$ cat config.mk
export PLATFORM = sky130hd
export DESIGN_NAME = i2s_frame_ctrl
export DESIGN_NICKNAME = d
export VERILOG_FILES = /design/src/rtl/i2s_frame_ctrl.sv
export SDC_FILE = /design/constraint.sdc
export NUM_CORES = 1
export LEC_CHECK = 0
export CORE_ASPECT_RATIO = 1.75
export CORE_MARGIN = 4
export CORE_UTILIZATION = 51
export DETAILED_ROUTE_END_ITERATION = 8
export PLACE_DENSITY = 0.86
export SYNTH_ARGS = -nofsm -noshare
export SYNTH_HDL_FRONTEND = slang
export SYNTH_SLANG_ARGS = --single-unit
$ cat constraint.sdc
create_clock -name sclk -period 4.2 [get_ports sclk]
set_clock_uncertainty 0.05 [all_clocks]
set_input_delay 0.84 -clock sclk [delete_from_list [all_inputs] [get_ports sclk]]
set_output_delay 0.84 -clock sclk [all_outputs]
set_load 0.005 [all_outputs]
$ cat src/rtl/i2s_frame_ctrl.sv
// I2S frame controller: generates word select and frame strobe, buffers received pairs toward
// a processing block, and swaps processed pairs onto the transmit outputs at frame boundaries.
module i2s_frame_ctrl #(
  parameter int unsigned WIDTH = 16
) (
  input  logic             sclk,
  input  logic             rst,
  input  logic             en_i,
  output logic             ws_o,
  output logic             frame_o,
  input  logic [WIDTH-1:0] rx_left_i,
  input  logic [WIDTH-1:0] rx_right_i,
  input  logic             rx_pkt_i,
  output logic [WIDTH-1:0] dsp_left_o,
  output logic [WIDTH-1:0] dsp_right_o,
  output logic             dsp_valid_o,
  input  logic             dsp_ready_i,
  input  logic [WIDTH-1:0] dsp_left_i,
  input  logic [WIDTH-1:0] dsp_right_i,
  input  logic             dsp_valid_i,
  output logic [WIDTH-1:0] tx_left_o,
  output logic [WIDTH-1:0] tx_right_o,
  output logic [7:0]       ovf_cnt_o,
  output logic [7:0]       udr_cnt_o,
  output logic             busy_o
);

  localparam int unsigned CntW = (WIDTH > 1) ? $clog2(WIDTH) : 1;

  typedef enum logic [1:0] {StIdle, StRun, StDrain} state_e;

  state_e            state_q, state_d;
  logic [CntW-1:0]   bit_cnt_q, bit_cnt_d;
  logic              ws_q, ws_d;
  logic [WIDTH-1:0]  dsp_l_q, dsp_l_d, dsp_r_q, dsp_r_d;
  logic              dsp_valid_q, dsp_valid_d;
  logic [WIDTH-1:0]  pend_l_q, pend_l_d, pend_r_q, pend_r_d;
  logic              pend_q, pend_d;
  logic [WIDTH-1:0]  tx_l_q, tx_l_d, tx_r_q, tx_r_d;
  logic [7:0]        ovf_q, ovf_d, udr_q, udr_d;

  logic last_bit, frame, rx_accept, dsp_hs;

  assign last_bit  = (bit_cnt_q == CntW'(WIDTH - 1));
  assign frame     = (state_q != StIdle) && ws_q && last_bit;
  assign rx_accept = rx_pkt_i && (state_q != StIdle);
  assign dsp_hs    = dsp_valid_q && dsp_ready_i;

  always_comb begin
    state_d   = state_q;
    bit_cnt_d = bit_cnt_q;
    ws_d      = ws_q;
    case (state_q)
      StIdle: begin
        bit_cnt_d = '0;
        ws_d      = 1'b0;
        if (en_i) state_d = StRun;
      end
      StRun, StDrain: begin
        if (last_bit) begin
          bit_cnt_d = '0;
          ws_d      = ~ws_q;
        end else begin
          bit_cnt_d = bit_cnt_q + CntW'(1);
        end
        // Once draining, en_i is ignored until the frame completes.
        if (state_q == StRun && !en_i) begin
          state_d = StDrain;
        end else if (state_q == StDrain && frame) begin
          state_d = StIdle;
        end
      end
      default: state_d = StIdle;
    endcase
  end

  always_comb begin
    dsp_l_d     = dsp_l_q;
    dsp_r_d     = dsp_r_q;
    dsp_valid_d = dsp_valid_q;
    ovf_d       = ovf_q;
    if (rx_accept) begin
      dsp_l_d     = rx_left_i;
      dsp_r_d     = rx_right_i;
      dsp_valid_d = 1'b1;
      if (dsp_valid_q && !dsp_ready_i && ovf_q != 8'hFF) ovf_d = ovf_q + 8'd1;
    end else if (dsp_hs) begin
      dsp_valid_d = 1'b0;
    end
  end

  always_comb begin
    pend_l_d = pend_l_q;
    pend_r_d = pend_r_q;
    pend_d   = pend_q;
    tx_l_d   = tx_l_q;
    tx_r_d   = tx_r_q;
    udr_d    = udr_q;
    if (frame) begin
      // A pair arriving on the boundary itself bypasses the pending register.
      if (dsp_valid_i) begin
        tx_l_d = dsp_left_i;
        tx_r_d = dsp_right_i;
      end else if (pend_q) begin
        tx_l_d = pend_l_q;
        tx_r_d = pend_r_q;
      end else if (udr_q != 8'hFF) begin
        udr_d = udr_q + 8'd1;
      end
      pend_d = 1'b0;
    end else if (dsp_valid_i) begin
      pend_l_d = dsp_left_i;
      pend_r_d = dsp_right_i;
      pend_d   = 1'b1;
    end
  end

  always_ff @(posedge sclk or negedge rst) begin
    if (!rst) begin
      state_q     <= StIdle;
      bit_cnt_q   <= '0;
      ws_q        <= 1'b0;
      dsp_l_q     <= '0;
      dsp_r_q     <= '0;
      dsp_valid_q <= 1'b0;
      pend_l_q    <= '0;
      pend_r_q    <= '0;
      pend_q      <= 1'b0;
      tx_l_q      <= '0;
      tx_r_q      <= '0;
      ovf_q       <= '0;
      udr_q       <= '0;
    end else begin
      state_q     <= state_d;
      bit_cnt_q   <= bit_cnt_d;
      ws_q        <= ws_d;
      dsp_l_q     <= dsp_l_d;
      dsp_r_q     <= dsp_r_d;
      dsp_valid_q <= dsp_valid_d;
      pend_l_q    <= pend_l_d;
      pend_r_q    <= pend_r_d;
      pend_q      <= pend_d;
      tx_l_q      <= tx_l_d;
      tx_r_q      <= tx_r_d;
      ovf_q       <= ovf_d;
      udr_q       <= udr_d;
    end
  end

  assign ws_o        = ws_q;
  assign frame_o     = frame;
  assign dsp_left_o  = dsp_l_q;
  assign dsp_right_o = dsp_r_q;
  assign dsp_valid_o = dsp_valid_q;
  assign tx_left_o   = tx_l_q;
  assign tx_right_o  = tx_r_q;
  assign ovf_cnt_o   = ovf_q;
  assign udr_cnt_o   = udr_q;
  assign busy_o      = (state_q != StIdle);

endmodule

# Yosys cells after proc, flatten, opt, wreduce, memory -nomap -nowiden
# Cells that the tools add are included.
# op_classes
shift	0
muxes	16
n_lt_le_gt_ge	0
div_mod_pow	0
n_mul	0
bitwise	4
eq_ne	8
reduce_logical	23
addsub	3
# ops
op	count
16-bit 2-to-1 mux	4
8-bit by 1-bit adder with 8-bit output, second input constant	2
8-bit != test, second input constant	2
2-bit AND reduction	5
2-bit nonzero test	5
1-bit logical AND	8
4-bit case mux with 2 select lines	1
2-bit 2-to-1 mux	3
1-bit 2-to-1 mux	5
4-bit by 1-bit adder with 4-bit output, second input constant	1
4-bit equality test, second input constant	1
4-bit 2-to-1 mux	1
2-bit != test, second input constant	2
1-bit inverter	4
2-bit case mux with 2 select lines	1
4-bit AND reduction	1
3-bit != test, second input constant	1
2-bit by 1-bit equality test with 1-bit output, second input constant	1
2-bit equality test, second input constant	1
1-bit logical NOT	2
2-bit logical NOT	1
1-bit case mux with 2 select lines	1
2-bit OR reduction	1
# totals
n_memories	0
ramBits	0
mem_bits_ro	0
regBits	121
output_inout_bits	84
latch_bits	0

# Logic depth before layout (Yosys ltp)
# logic_depth
word_depth	7
ltp_mapped	7
depth_no_buf	6

# Least setup slack after synthesis
# Ideal clock, no wire load.
# synth_timing
kind	input port to flip-flop
startpoint	input dsp_valid_i
endpoint	register udr_q[1] (netlist: udr_cnt_o[1])
t_arrival_ns	2.142
setup_slack_ns	1.884
n_path_buf	1
setup_time_ns	0.125
t_required_ns	4.025
path_stages	5
cell_sequence	buf_6 -> or4b_4 -> nor2_1 -> and2_1 -> mux2_2
# synth_between
elab_chain_cells	2
# synth_rtl
item	line_no	text
start: declaration	20	input logic dsp_valid_i,
1-bit inverter (no source line)	-	
4-bit AND reduction (no source line)	-	
end signal: assignment	146	udr_q <= udr_d;
end: declaration	40	logic [7:0] ovf_q, ovf_d, udr_q, udr_d;
# Every way passes these cells.
# A chain may end at the register's enable or synchronous reset.

# Final worst setup path
# layout_timing
startpoint	register state_q[0]
endpoint	output frame_o
# layout_between
elab_chain_cells	3
# layout_rtl
item	line_no	text
start: declaration	32	state_e state_q, state_d;
start signal: assignment	120	state_q <= StIdle;
start signal: assignment	134	state_q <= state_d;
2-bit nonzero test	45	assign frame = (state_q != StIdle) && ws_q && last_bit;
1-bit logical AND (2 in a row)	45	
end: declaration	10	output logic frame_o,
# Every way passes these cells.

==> out/summary.txt <==
Post-Syn Area per Cell -> 12.8 sq um
final-layout setup total negative slack -> 0 ns
fin worst setup slack -> 0.938 ns
CTS Buf Count -> 17
result of the run -> complete, no violations
main combinational cell family by area after synthesis -> multiplexers
Synth Cell Area -> 0.00513 sq mm
drt via density -> 5.42
start-to-end type of the worst setup path -> flop to primary output
share of flip-flops with an asynchronous set or reset after synthesis -> 1.00
Die ar. -> 0.0118 sq mm
area of the core -> 0.00985 sq mm
Net Count, Synth -> 479
ys flop type -> dfrtp_1
Crit path required time -> 3.31 ns
final worst-path cycle share -> 0.777
xor/xnor share of the synthesized area -> 0.0102
TritonCTS clock tree -> done
Port Buffers -> 153
largest net degree at the start of global routing -> 68
distinct cell type count after synthesis -> 41
Vert. Die Dim -> 141 um
crit end category -> primary output
post-layout min period -> 3.26 ns
static power due to leakage -> 3.21 nW
cell-by-cell listing of the critical path -> inv_1 -> ha_1 -> nand2b_1 -> nor2_1 -> clkdlybuf4s50_1
FP Rows -> 48
pwr dens -> 562 mW/mm^2
number of hold buffers added after cts -> 0
final routed wirelength across all metal layers -> 12600 um
slew of the pin with the lowest slew margin -> 1.11 ns
final hold violation count -> 0
Maximum Capacitance Violations -> 0
count of pins over their slew limit -> 0
total global routing overflow -> 0
share of final-layout standard cells stronger than drive strength 1 -> 0.192
quantity of gates resized following cts -> 0
Initial DRT Pass Iterations -> 4
Antenna Nets Post-Route -> 0
worst-case headroom to the max-slew limit -> 0.259
I/O pin cnt -> 154
horizontal extent of the die -> 83.8 um
wire length of the first global-routing pass -> 20500 um
compound-gate portion of the synthesized area -> 0.0652
most common cell after layout, fill and taps aside -> clkdlybuf4s50_1
Worst Setup Slack post-DPL -> 1.43 ns
number of sinks on the clock net -> 121
Peak VDD IR -> 526 uV
clock tree buffer depth -> 2
drt first-iter violations -> 143
synth-to-layout area growth -> 43.9%
initial core utilization -> 0.521
number of setup buffers added after CTS -> 0
sequential area share after synthesis -> 0.591
cell with the largest stage delay on the worst path -> clkdlybuf4s50_1
Placed Area -> 0.00679 sq mm
warning count from the yosys run -> 0
largest stage delay on the critical path -> 0.56 ns
EDFF count, synth -> 0
most frequent cells in the layout -> 151 x clkdlybuf4s50_1, 121 x dfrtp_1, 69 x mux2_2
GP Congestion -> 0.736
Detail Placement HPWL -> 8780 um
crit-path max FO -> 8
via count of the first global-routing pass -> 4227
data arrival time of the critical path -> 2.37 ns
Net count, final -> 638
final number of setup-violating endpoints -> 0
number of synthesized register bits -> 121
class of the most critical hold timing path -> primary input to async pin
antenna violations before repair -> 1
Critical Path Source Type -> flop
library cell used as clock root buffer -> clkbuf_16
DR WL/cell -> 18.1 um
simple-gate share of the synthesized area -> 0.0796
cell count after synthesis -> 402
number of filler cells placed in the layout -> 667
setup repair after global routing missed its margin -> false
adder-cell area share of the yosys netlist -> 0.0171
fraction of the core area covered by cells at the end of the flow -> 0.749
register clock-pin slew on the reported worst setup and hold paths -> 0.05 ns
number of remaining DRC errors -> 0
Max Freq -> 0.307 GHz
Vias -> 3791
source-to-sink clock delay at the later pin of the worst-skew pair -> 0.41 ns
multiplexer fraction of the synthesized cell area -> 0.216
global-route total usage across every layer -> 0.224
post-route cell area -> 0.00738 sq mm
htree depth -> 4
## cell type report
cell class,instances,area [sq um],area share
Clock buffer,22,464,0.0629
Clock inverter,9,123,0.0166
Tap cell,125,156,0.0212
Antenna cell,1,2.50,0.000339
Sequential cell,121,3030,0.410
Multi-Input combinational cell,257,2010,0.273
Timing Repair Buffer,157,1570,0.212
Inverter,7,26.3,0.00356
## stage by stage
stage / total power, mW / hold slack (ns) / instances
after global routing: 4.35 / 0.461 / 699
after detailed placement: 2.72 / 0.443 / 667
after global placement: 2.65 / 0.437 / 667
final: 4.15 / 0.421 / 699
after floorplan: 2.07 / 0.416 / 402
after CTS: 4.19 / 0.451 / 698
## critical path: cells and delay by family (launching register included)
family	cells	cell delay, ns
buffers and inverters	2	0.66
and+or+nand+nor	2	0.58
DFF	1	0.41
adders and majority gates	1	0.31
## flip-flops by register name, summed over array words and instances, names as in the netlist
register     flops
bit_cnt_q        4
dsp_left_o      16
dsp_right_o     16
dsp_valid_o      1
ovf_cnt_o        8
pend_l_q        16
pend_q           1
pend_r_q        16
state_q          2
tx_left_o       16
tx_right_o      16
udr_cnt_o        8
ws_o             1
## report_power, final
| group | total (mW) | leakage, nW | internal, mW | switching [mW] |
|---|---|---|---|---|
| logic | 1.12 | 1.43 | 0.708 | 0.416 |
| registers | 1.58 | 1.49 | 1.42 | 0.163 |
| clock network | 1.44 | 0.290 | 0.954 | 0.487 |
| total | 4.15 | 3.21 | 3.08 | 1.07 |
## kinds of logic (layout without fill, tap and decap cells)
family / after synthesis / count (layout)
xor gates and xnor gates: 6 / 6
buffers and inverters: 24 / 195
adders and majority gates: 7 / 7
muxes: 102 / 102
AOI/OAI and AO/OA: 60 / 60
and+or+nand+nor: 82 / 82
other: 0 / 1
DFF: 121 / 121
## synth_stat cells (3+ instances only)
master | number | area share
o21ai_0 | 10 | 0.0098
nor3_1 | 3 | 0.0029
inv_1 | 7 | 0.0051
dfrtp_1 | 121 | 0.59
a21oi_1 | 36 | 0.035
mux2i_1 | 32 | 0.062
nand2_1 | 10 | 0.0073
nand4_1 | 3 | 0.0037
a31oi_1 | 3 | 0.0037
mux2_2 | 69 | 0.15
buf_2 | 9 | 0.0088
xnor2_1 | 5 | 0.0085
ha_1 | 7 | 0.017
nand3_1 | 7 | 0.0068
nor2_1 | 42 | 0.031
clkbuf_1 | 7 | 0.0051
nand2b_1 | 3 | 0.0037
## path summary, 6_finish.rpt
kind                                from       endpoint  slack (ns)  cells after the start
setup / recovery              state_q[0]        frame_o        0.94                      5
hold / removal                       rst     state_q[0]        0.42                      1
setup reg to reg              state_q[0]    pend_r_q[3]        1.54                      5
hold reg to reg            dsp_left_o[7]  dsp_left_o[7]        0.45                      1
max in group asynchronous            rst   ovf_cnt_o[1]        2.82                      2
min in group sclk          dsp_left_o[7]  dsp_left_o[7]        0.45                      1
## routing by layer
metal / global-route usage / part of all wire
met3: 0.101 / 0.073
met4: 0.105 / 0.032
met1: 0.220 / 0.35
met2: 0.399 / 0.55
met5: 0 / 0
Note: power is estimated with default switching activity, not from simulation.
